**src/rtl/sub8_pkg.sv**
```systemverilog
// Shared constants and types for the two-stage 8-bit subtractor.
// WIDTH must be even: the low half is subtracted in stage 1 and the high half in stage 2.
package sub8_pkg;

  localparam int WIDTH  = 8;
  localparam int HALF   = WIDTH / 2;

  localparam int LO_LSB = 0;
  localparam int LO_MSB = HALF - 1;
  localparam int HI_LSB = HALF;
  localparam int HI_MSB = WIDTH - 1;

  typedef logic [HALF-1:0]  half_t;
  typedef logic [WIDTH-1:0] word_t;

  // Stage-1 payload: the finished low half plus what the high half still needs.
  typedef struct packed {
    logic  b1;
    half_t lo_diff;
    half_t a_hi;
    half_t b_hi;
  } s1_t;

  localparam s1_t   S1_RST   = '0;
  localparam word_t WORD_RST = '0;
  localparam logic  BIT_RST  = 1'b0;

endpackage

```
**src/rtl/sub8_if.sv**
```systemverilog
// Valid/ready operand and result bus of sub8_pipeline.
// The ovf wire exists only when SUB8_OVF_EN is defined.
interface sub8_if;
  import sub8_pkg::*;

  logic  in_valid;
  logic  in_ready;
  word_t cina;
  word_t cinb;
  logic  bin;
  logic  out_valid;
  logic  out_ready;
  word_t diff;
  logic  bout;
`ifdef SUB8_OVF_EN
  logic  ovf;
`endif

  // Producer/consumer side (drives operands, accepts results).
  modport master (
    output in_valid, cina, cinb, bin, out_ready,
`ifdef SUB8_OVF_EN
    input  ovf,
`endif
    input  in_ready, out_valid, diff, bout
  );

  // Subtractor side.
  modport slave (
    input  in_valid, cina, cinb, bin, out_ready,
`ifdef SUB8_OVF_EN
    output ovf,
`endif
    output in_ready, out_valid, diff, bout
  );

endinterface

```
**src/rtl/sub8_sub_half.sv**
```systemverilog
// Combinational HALF-bit subtract with borrow in and borrow out.
// One instance per pipeline stage.
module sub_half
  import sub8_pkg::*;
(
  input  half_t a,
  input  half_t b,
  input  logic  bi,
  output half_t d,
  output logic  bo
);

  // Widen by one bit so the borrow appears as the top bit of the result.
  always_comb begin
    {bo, d} = {1'b0, a} - {1'b0, b} - (HALF+1)'(bi);
  end

endmodule

```
**src/rtl/sub8_pipeline.sv**
```systemverilog
// Two-stage pipelined subtractor: {bout,diff} = cina - cinb - bin.
// Stage 1 subtracts the low half, stage 2 the high half using the stored borrow.
// Optional signed-overflow output enabled by defining SUB8_OVF_EN.
module sub8_pipeline
  import sub8_pkg::*;
(
  input logic   clk_100M,
  input logic   rst_n,
  sub8_if.slave bus
);

  s1_t   s1_q;
  logic  s1_valid;
  logic  out_valid_q;
  word_t diff_q;
  logic  bout_q;
`ifdef SUB8_OVF_EN
  logic  ovf_q;
  logic  ovf_c;
`endif

  logic  adv1;
  logic  adv2;
  half_t lo_diff_c;
  logic  b1_c;
  half_t hi_diff_c;
  logic  bout_c;

  sub_half u_lo (
    .a  (bus.cina[LO_MSB:LO_LSB]),
    .b  (bus.cinb[LO_MSB:LO_LSB]),
    .bi (bus.bin),
    .d  (lo_diff_c),
    .bo (b1_c)
  );

  sub_half u_hi (
    .a  (s1_q.a_hi),
    .b  (s1_q.b_hi),
    .bi (s1_q.b1),
    .d  (hi_diff_c),
    .bo (bout_c)
  );

  // Advance enables: a stage moves when it is empty or its successor moves.
  always_comb begin
    adv2 = !out_valid_q || bus.out_ready;
    adv1 = !s1_valid || adv2;
  end

`ifdef SUB8_OVF_EN
  // Borrow into the MSB is a^b^d at that bit; overflow when it differs from bout.
  always_comb begin
    ovf_c = s1_q.a_hi[HALF-1] ^ s1_q.b_hi[HALF-1] ^ hi_diff_c[HALF-1] ^ bout_c;
  end
`endif

  // Stage 1 register: low-half result and high-half operands on accept.
  // NOTE: sequential state uses <= so every register samples pre-edge values;
  //       data registers are reset too, so outputs read 0 after reset, not X.
  always_ff @(posedge clk_100M or negedge rst_n) begin
    if (!rst_n) begin
      s1_valid <= BIT_RST;
      s1_q     <= S1_RST;
    end else if (adv1) begin
      s1_valid <= bus.in_valid;
      if (bus.in_valid) begin
        s1_q <= '{b1:      b1_c,
                  lo_diff: lo_diff_c,
                  a_hi:    bus.cina[HI_MSB:HI_LSB],
                  b_hi:    bus.cinb[HI_MSB:HI_LSB]};
      end
    end
  end

  // Stage 2 register: complete difference and borrow out; holds while stalled.
  always_ff @(posedge clk_100M or negedge rst_n) begin
    if (!rst_n) begin
      out_valid_q <= BIT_RST;
      diff_q      <= WORD_RST;
      bout_q      <= BIT_RST;
`ifdef SUB8_OVF_EN
      ovf_q       <= BIT_RST;
`endif
    end else if (adv2) begin
      out_valid_q <= s1_valid;
      if (s1_valid) begin
        diff_q <= {hi_diff_c, s1_q.lo_diff};
        bout_q <= bout_c;
`ifdef SUB8_OVF_EN
        ovf_q  <= ovf_c;
`endif
      end
    end
  end

  assign bus.in_ready  = adv1;
  assign bus.out_valid = out_valid_q;
  assign bus.diff      = diff_q;
  assign bus.bout      = bout_q;
`ifdef SUB8_OVF_EN
  assign bus.ovf       = ovf_q;
`endif

endmodule
```
**src/flat_wrapper.sv**
```systemverilog
// flat-port wrapper written by rule: the top's interface ports become plain ports
module sub8_pipeline_flat import sub8_pkg::*;
  (clk_100M, rst_n, bus_in_valid, bus_cina, bus_cinb, bus_bin, bus_out_ready, bus_in_ready, bus_out_valid, bus_diff, bus_bout);
  sub8_if bus_i ();
  input logic clk_100M;
  input logic rst_n;
  input wire logic [$bits(bus_i.in_valid)-1:0] bus_in_valid;
  input wire logic [$bits(bus_i.cina)-1:0] bus_cina;
  input wire logic [$bits(bus_i.cinb)-1:0] bus_cinb;
  input wire logic [$bits(bus_i.bin)-1:0] bus_bin;
  input wire logic [$bits(bus_i.out_ready)-1:0] bus_out_ready;
  output wire logic [$bits(bus_i.in_ready)-1:0] bus_in_ready;
  output wire logic [$bits(bus_i.out_valid)-1:0] bus_out_valid;
  output wire logic [$bits(bus_i.diff)-1:0] bus_diff;
  output wire logic [$bits(bus_i.bout)-1:0] bus_bout;
  assign bus_i.in_valid = bus_in_valid;
  assign bus_i.cina = bus_cina;
  assign bus_i.cinb = bus_cinb;
  assign bus_i.bin = bus_bin;
  assign bus_i.out_ready = bus_out_ready;
  assign bus_in_ready = bus_i.in_ready;
  assign bus_out_valid = bus_i.out_valid;
  assign bus_diff = bus_i.diff;
  assign bus_bout = bus_i.bout;
  sub8_pipeline u_core (.clk_100M(clk_100M), .rst_n(rst_n), .bus(bus_i));
endmodule
```
**config.mk**
```make
export PLATFORM = sky130hd
export DESIGN_NAME = sub8_pipeline_flat
export DESIGN_NICKNAME = d
export VERILOG_FILES = /design/src/rtl/sub8_pkg.sv /design/src/rtl/sub8_if.sv /design/src/rtl/sub8_sub_half.sv /design/src/rtl/sub8_pipeline.sv /design/src/flat_wrapper.sv
export SDC_FILE = /design/constraint.sdc
export NUM_CORES = 1
export LEC_CHECK = 0
export BUFFER_PORTS_ARGS = -buffer_cell sky130_fd_sc_hd__buf_4
export CORE_MARGIN = 5
export CORE_UTILIZATION = 57
export DETAILED_ROUTE_END_ITERATION = 6
export PLACE_DENSITY = 0.86
export SLEW_MARGIN = 25
export SYNTH_ARGS = -nofsm -noshare
export SYNTH_HDL_FRONTEND = slang
export SYNTH_HIERARCHICAL = 1
export SYNTH_SLANG_ARGS = --single-unit
```
**constraint.sdc**
```tcl
create_clock -name clk_100M -period 4.2 [get_ports clk_100M]
set_input_delay 0.63 -clock clk_100M [delete_from_list [all_inputs] [get_ports clk_100M]]
set_output_delay 0.63 -clock clk_100M [all_outputs]
set_load 0.05 [all_outputs]
```
==> results of run 1 <==
critical path, stage by stage:
cell and delay (ns):
buf_4 0.11, fa_1 0.46, fa_1 0.40, nand2b_1 0.17, a21oi_2 0.14, xor2_1 0.07, mux2_4 0.26
layout make-up:
class                      count  area (µm²)
tap                           28        35.0
sequential                    24         601
timing repair buffer          31         233
fill                         160         592
clock buffer                   4        36.3
inverter                      16        60.1
multi-input combinational     60         698
registers in the layout, summed over array words and instances, names as in the netlist:
name / count
u_core/bus.diff: 8
u_core/bus.bout: 1
u_core/bus.out_valid: 1
u_core/s1_valid: 1
u_core/s1_q: 13
per-layer routing:
| layer | part of all wire (%) | GRT usage [%] | vias to the layer above |
|---|---|---|---|
| met5 | 0 | 0 | - |
| met4 | 1.3 | 5.83 | 0 |
| met3 | 4.6 | 1.74 | 4 |
| met2 | 57 | 29.8 | 22 |
| met1 | 37 | 16.4 | 413 |
| li1 | - | - | 397 |
how the worst max path moves through the flow:
stage          slack, ns           start                 end  cells after the start
2_1_floorplan       1.98     bus_cinb[0]     u_core/s1_q[12]                      7
3_3_place_gp        1.84     bus_cina[0]     u_core/s1_q[12]                      7
3_5_place_dp        1.78     bus_cina[0]     u_core/s1_q[12]                      7
4_1_cts             2.13     bus_cina[0]     u_core/s1_q[12]                      7
5_1_grt             2.07  u_core/s1_q[4]  u_core/bus.diff[7]                      7
6_report            2.15     bus_cina[0]     u_core/s1_q[12]                      7
where the power goes:
part | switching, µW | internal [µW] | total, µW | leakage [µW]
Sequential | 40.9 | 300 | 341 | 0.000279
Clock | 68.1 | 53.0 | 121 | 0.0000210
Combinational | 267 | 194 | 461 | 0.000565
Total | 376 | 547 | 923 | 0.000865
cells by family (layout without fill, tap and decap cells):
logic type      Yosys count  after routing  share of synthesized area [%]
fa+ha+maj                16             16                           16.7
mux                      22             22                           20.7
simple gates             10             10                           6.17
xor+xnor                  8              8                           5.08
compound gates            4              4                           2.00
buf+inv                  17             51                           5.81
flops                    24             24                           43.6
metrics by stage:
stage          worst slack (ns)  total power [µW]
2_1_floorplan              1.98               680
3_3_place_gp               1.84               794
5_1_grt                    2.07               981
6_report                   2.15               923
3_5_place_dp               1.78               814
4_1_cts                    2.13               934
cells in the mapped netlist (all sizes together):
cell type   n
a21oi       2
buf         1
dfrtp      24
fa          4
ha         12
inv        16
mux2       22
nand2       2
nand2b      4
nand3b      3
o21ai       2
or2b        1
xor2        8
==> metrics.yaml, run 1 <==
syn_area_um2: 1380
fp.dieW_um: 59.2
clock_sinks: 24
layout.nets: 173
crit_type: "input pin to flop"
place_area_um2: 1630
r2r_end: "u_core/bus.bout"
initial_utilization_pct: 61.2
drt-initial-drc-count: 3
final_common_cell: "buf_4"
h-tree-depth: 1
first_pass_iters: 3
drc: 0
power_leakage_uw: 0.000865
period_needed_ns: 2.05
die_area_um2: 3500
grt_pass1_wl_mm: 4.00
fp.coreArea_um2: 2250
synth_area_leaders: "dfrtp_1, ha_1, mux2_4"
vias_per_cell: 5.13
layout-drive-gt1-share_pct: 45.9
syn-instance-count: 101
ys_seq_elements: 24
ir_drop_uv: 336
vias: 836
yosysTopAreaCell: "dfrtp_1"
grt_max_degree: 25
slew-limit-headroom_pct: 80.2
worstMarginPinSlew_ns: 0.297
rsz0062_at_grt: "no"
cts_buffers: 3
antenna_cells: 0
hold_viol_final: 0
grt.overflow.total: 0
fin_util_pct: 73.8
first_global_vias: 943
crit_fanout: 2
cp-end-kind: "flop"
hold_class: "input pin to async pin"
clockRootBuffer: "clkbuf_4"
track_usage_pct: 15.3
fin_cells: 163
rows: 17
ctsResizeCount: 0
yosysSeqAreaShare_pct: 43.6
finalSetupViolations: 0
cts_tree: "done"
wl_per_cell_um: 14.3
arrival_ns: 2.27
ios: 32
crit_required_ns: 4.41
syn-num-nets: 138
clk_latency_ns: 0.31
maxCapViolCount: 0
area.growth.synth_to_final_pct: 20.6
placed_cells: 159
whs_ns: 0.184
clk_pin_slew_ns: 0.13
status: "complete, no violations"
die_h_um: 59.2
design_area_um2: 1660
final.setup.tns_ns: 0
antenna_found_initial: 0
start_kind: "input pin"
clock_path_buffers: 2
r2r-start: "u_core/s1_q[4]"
ctsHoldBuffers: 0
fin_skew_ns: 0.00268
post-route-period-util_pct: 48.9
r2r_cells: 6
syn_avg_cell_area_um2: 13.7
gp_congestion: 0.716
final_cell_mix: "buf_4, dfrtp_1, inv_1"
reg2reg_setup_slack_ns: 2.15
synth_top_area_share_pct: 43.6
max_freq_ghz: 0.487
synthDistinctLibCells: 16
hpwl_mm: 1.90
power.density_nw_per_um2: 555
yosysWarnings: 6
ant_nets: 0
drv_slew: 0
port_buffers: 31
post_cts_buffers: 0
routed_wl_mm: 2.34
(Power assumes the default switching activity.)
==> run 2, diff against run 1 <==
CORE_UTILIZATION = 53   (was 57)
PLACE_DENSITY = 0.81   (was 0.86)
clock period = 2 ns   (was 4.2 ns; I/O delays follow)
==> metrics.yaml, run 2 (synthesis results as in run 1) <==
maxCapViolCount: 0  # unchanged
area.growth.synth_to_final_pct: 24.1
arrival_ns: 2.17  # -0.10 ns
post-route-period-util_pct: 97.9
cts_tree: "done"
final.setup.tns_ns: 0  # unchanged
path_cells: "fa_2 -> inv_1 -> ha_1 -> o21ai_1 -> nand3b_1 -> xor2_1 -> mux2_2"
final_common_cell: "buf_4"
cp_top_family: "adder cells"
clock_path_buffers: 2  # unchanged
hold_class: "input pin to flop"
grt_pass1_wl_mm: 3.73  # -6.9%
layout.nets: 176  # +1.7%
holdPathStages: 2
fin_cells: 168  # +3.1%
routed_wl_mm: 2.21  # -5.5%
min-delay-start: "bus_in_valid"
r2r_cells: 7  # +1
h-tree-depth: 1  # unchanged
cp_slowest_cell: "fa_2"
placed_cells: 163  # +2.5%
rows: 18  # +1
pwr-share-comb_pct: 48.3  # -1.6 points
ir_drop_uv: 843  # +150%
fp.dieW_um: 61.0  # +3.1%
vias: 822  # -1.7%
drt-initial-drc-count: 22  # +19
slowest_delay_ns: 0.58  # +0.12 ns
worstMarginPinSlew_ns: 0.295  # -0.00194 ns
intPower_uw: 1250  # +130%
reg2reg_setup_slack_ns: 0.04  # -2.10 ns
swShare_pct: 38.5  # -2.2 points
ant_nets: 0  # unchanged
first_pass_iters: 2  # -1
wl_per_cell_um: 13.1  # -8.3%
max_freq_ghz: 0.511
power_leakage_uw: 0.000885  # +2.2%
r2r_end: "u_core/bus.diff[7]"
die_h_um: 61.0  # +3.1%
layout-drive-gt1-share_pct: 47.8  # +1.9 points
place_area_um2: 1640  # +1.1%
start_kind: "flop"
fp.coreArea_um2: 2480  # +9.9%
fin_skew_ns: 0.000848  # -0.00183 ns
hpwl_mm: 1.81  # -5.0%
drv_slew: 0  # unchanged
cts_buffers: 3  # unchanged
r2r-start: "u_core/s1_q[4]"
fillers: 189  # +18%
crit_buf_inv: 1  # unchanged
post_cts_buffers: 0  # unchanged
power_frac_seq_pct: 34.8  # -2.2 points
die_area_um2: 3720  # +6.2%
cp-end-kind: "flop"
power.share.clock_pct: 16.9  # +3.8 points
ios: 32  # unchanged
clk_pin_slew_ns: 0.13  # about the same
gp_congestion: 0.690  # -3.6%
hold_viol_final: 0  # unchanged
power.density_nw_per_um2: 1190  # +110%
pre_cts_slack_ns: -0.0584  # -1.84 ns
regMostFlops: "u_core/s1_q"
period_needed_ns: 1.96
clock_sinks: 24  # unchanged
port_buffers: 31  # unchanged
antenna_cells: 0  # unchanged
crit_required_ns: 2.21  # -2.20 ns
largest_reg_flops: 13  # unchanged
drc: 0  # unchanged
clk_latency_ns: 0.31  # about the same
timing.final.ws_setup_ns: 0.0424  # -2.10 ns
whs_ns: 0.194  # +0.00958 ns
crit_fanout: 2  # unchanged
final_cell_mix: "buf_4, dfrtp_1, inv_1"
antenna_found_initial: 0  # unchanged
track_usage_pct: 13.8  # -1.4 points
grt.overflow.total: 0  # unchanged
initial_utilization_pct: 55.7  # -5.5 points
p_switching_uw: 785  # +110%
clockRootBuffer: "clkbuf_4"
first_global_vias: 910  # -3.5%
rsz0062_at_grt: "yes"
status: "complete, no violations"
design_area_um2: 1710  # +2.9%
seqCellArea_um2: 601  # unchanged
multiInputGateArea_um2: 703  # +0.72%
grt_max_degree: 25  # unchanged
crit_type: "flop to flop"
hold_end: "u_core/s1_valid"
vias_per_cell: 4.89  # -4.6%
slew-limit-headroom_pct: 80.4  # +0.13 points
finalSetupViolations: 0  # unchanged
==> run 2: per-stage QoR <==
step / power [µW] / utilization [%]
after floorplan: 1430 / -
after global placement: 1680 / 66.4
after detailed placement: 1710 / 66.4
after CTS: 2060 / 69.0
after global routing: 2170 / 69.1
final: 2040 / 69.1
==> run 2: how the worst max path moves through the flow <==
stage,startpoint,end,slack (ns),depth (start not counted)
2_1_floorplan,u_core/s1_q[4],u_core/bus.bout,0.05,6
3_3_place_gp,bus_cina[0],u_core/s1_q[12],-0.01,7
3_5_place_dp,bus_cina[0],u_core/s1_q[12],-0.06,7
4_1_cts,u_core/s1_q[4],u_core/bus.diff[7],0.01,7
5_1_grt,u_core/s1_q[4],u_core/bus.diff[7],-0.01,7
6_report,u_core/s1_q[4],u_core/bus.diff[7],0.04,7
==> run 2: power groups by stage <==
stage	registers, µW	logic (µW)	clock network, µW
4_1_cts	712	994	353
6_report	709	985	346
3_3_place_gp	717	963	0
5_1_grt	730	1070	373
2_1_floorplan	1020	404	0
3_5_place_dp	722	991	0
==> run 2: final cells by class <==
class | instances | area share [%]
timing repair buffer | 34 | 15.1
clock buffer | 3 | 1.32
inverter | 16 | 3.51
multi-input combinational | 60 | 41.1
clock inverter | 1 | 1.75
sequential | 24 | 35.1
tap | 30 | 2.19
==> run 2: worst register-to-register path, delay by kind of cell, from the launching register on <==
family	cells	cell delay, ns
adders and majority gates	2	0.75
DFF	1	0.43
muxes	1	0.25
xor gates and xnor gates	1	0.15
AOI/OAI and AO/OA	1	0.13
and+or+nand+nor	1	0.10
buffers and inverters	1	0.05
==> run 2: repair_timing <==
item,CTS,global route
resized for setup,1,2
hold endpoints to repair,24,0
hold buffers,1,0
pin swaps,0,0
setup endpoints to repair,1,2
==> run 2: per-layer routing <==
layer / share of wire, % / up-vias / GRT usage [%]
li1: - / 407 / -
met1: 39 / 395 / 14.4
met2: 55 / 18 / 26.4
met3: 4.5 / 2 / 1.91
met4: 1.1 / 0 / 7.43
met5: 0 / - / 0
==> run 3, diff against run 2 <==
BUFFER_PORTS_ARGS = unset   (was -buffer_cell sky130_fd_sc_hd__buf_4)
CAP_MARGIN = 20   (was unset)
CORE_UTILIZATION = 59   (was 53)
DONT_BUFFER_PORTS = 1   (was unset)
GPL_ROUTABILITY_DRIVEN = 0   (was unset)
PLACE_DENSITY = 0.77   (was 0.81)
==> metrics.yaml, run 3 (synthesis results as in run 1) <==
status: "complete, no violations"
regMostFlops: "u_core/s1_q"
fp.coreArea_um2: 2210  # -11%
period_needed_ns: 1.95  # -0.0104 ns
grt_pass1_wl_mm: 3.47  # -6.9%
fin_skew_ns: 0.00233  # +0.00148 ns
drv_slew: 0  # unchanged
h-tree-depth: 1  # unchanged
hold_viol_final: 0  # unchanged
routed_wl_mm: 2.07  # -6.4%
min-delay-start: "bus_in_valid"
crit_buf_inv: 2  # +1
layout.nets: 148  # -16%
grt_busiest_layer: "met2"
r2r-start: "u_core/s1_q[12]"
drc: 0  # unchanged
place_area_um2: 1410  # -14%
final.setup.tns_ns: 0  # unchanged
grt_util_met2_pct: 24.1  # -2.3 points
cts_tree: "done"
post-route-period-util_pct: 97.4  # -0.52 points
cp_top_family: "adder cells"
pre_cts_slack_ns: -0.0525  # +0.00594 ns
track_usage_pct: 13.5  # -0.37 points
met1_usage_pct: 15.3  # +0.91 points
arrival_ns: 2.15  # -0.02 ns
finalSetupViolations: 0  # unchanged
clk_latency_ns: 0.30  # about the same
final_common_cell: "dfrtp_1"
initial_utilization_pct: 62.3  # +6.7 points
ir_drop_uv: 677  # -20%
timing.final.ws_setup_ns: 0.0528  # +0.0104 ns
ant_nets: 0  # unchanged
start_kind: "flop"
crit_fanout: 2  # unchanged
cp-end-kind: "flop"
rsz0062_at_grt: "yes"
clockRootBuffer: "clkbuf_4"
path_cells: "inv_2 -> fa_2 -> inv_2 -> ha_4 -> o21ai_2 -> nand3b_1 -> xor2_1 -> mux2_4"
power_leakage_uw: 0.000745  # -16%
layout-drive-gt1-share_pct: 38.2  # -9.6 points
area.growth.synth_to_final_pct: 8.80
rows: 17  # -1
first_pass_iters: 4  # +2
slew-limit-headroom_pct: 65.1  # -15 points
worstMarginPinSlew_ns: 0.523  # +0.229 ns
fp.dieW_um: 58.3  # -4.4%
ios: 32  # unchanged
cts_buffers: 3  # unchanged
cp_slowest_cell: "fa_2"
use_met3_pct: 1.54  # -0.38 points
power.density_nw_per_um2: 1220  # +2.6%
cp-startpoint: "u_core/s1_q[12]"
hold_class: "input pin to flop"
fillers: 162  # -14%
wl_per_cell_um: 15.0  # +14%
fin_util_pct: 67.8  # -1.3 points
port_buffers: 0  # -100%
grt.overflow.total: 0  # unchanged
largest_reg_flops: 13  # unchanged
drt-initial-drc-count: 9  # -59%
grt_max_degree: 25  # unchanged
clock_sinks: 24  # unchanged
maxCapViolCount: 0  # unchanged
crit_required_ns: 2.20  # about the same
final_cell_mix: "dfrtp_1, inv_1, mux2_4, mux2_2, ha_1"
design_area_um2: 1500  # -12%
vias_per_cell: 5.23  # +6.9%
antenna_cells: 0  # unchanged
slowest_delay_ns: 0.57  # about the same
max_freq_ghz: 0.514  # +0.53%
path_common_cell: "inv_2"
clk_pin_slew_ns: 0.13  # about the same
vias: 722  # -12%
first_global_vias: 783  # -14%
die_h_um: 58.3  # -4.4%
antenna_found_initial: 0  # unchanged
hpwl_mm: 1.62  # -10%
die_area_um2: 3400  # -8.5%
clock_path_buffers: 2  # unchanged
crit_type: "flop to flop"
[run 3: metrics by stage]
stage,cells,power (µW),hold slack (ns)
CTS,135,1800,0.0763
global route,138,1970,0.0581
global placement,130,1500,0.00486
finish,138,1840,0.0863
detailed placement,130,1540,0.00478
floorplan,101,1430,0.00441
[run 3: metal layers]
metal  part of all wire [%]  up-vias  routed length (µm)
met5                      0        -                   0
met4                    1.4        0                  29
met3                    4.8        2                  99
met2                     54       19                1120
met1                     40      354                 821
li1                       -      347                   -
[run 3: path summary, 6_finish.rpt]
path | cells after the start | endpoint | slack, ns
min reg2reg | 1 | u_core/s1_q[11] | 0.52
max in group asynchronous | 2 | u_core/bus.bout | 1.16
min in group asynchronous | 2 | u_core/s1_q[11] | 0.50
min | 1 | u_core/s1_valid | 0.09
max reg2reg | 8 | u_core/bus.diff[7] | 0.05
max | 8 | u_core/bus.diff[7] | 0.05
[run 3: final cells by class]
class                           count  area [µm²]  area share, %
Sequential cell                    24         601           40.0
Tap cell                           28        35.0           2.34
Timing Repair Buffer                6        45.0           3.00
Clock buffer                        4        36.3           2.42
Inverter                           16        60.1           4.00
Multi-Input combinational cell     60         723           48.2
[run 3: what timing repair did]
| action | in CTS | in global routing |
|---|---|---|
| hold endpoints to repair | 24 | 24 |
| buffers inserted | 0 | 2 |
| setup endpoints to repair | 2 | 2 |
| pin swaps | 0 | 3 |
| resized for setup | 3 | 6 |
| hold buffers | 1 | 1 |
[run 3: where the power goes]
part / switching [µW] / total [µW] / internal (µW)
sequential: 415 / 1040 / 626
combinational: 229 / 546 / 318
clock: 137 / 248 / 111
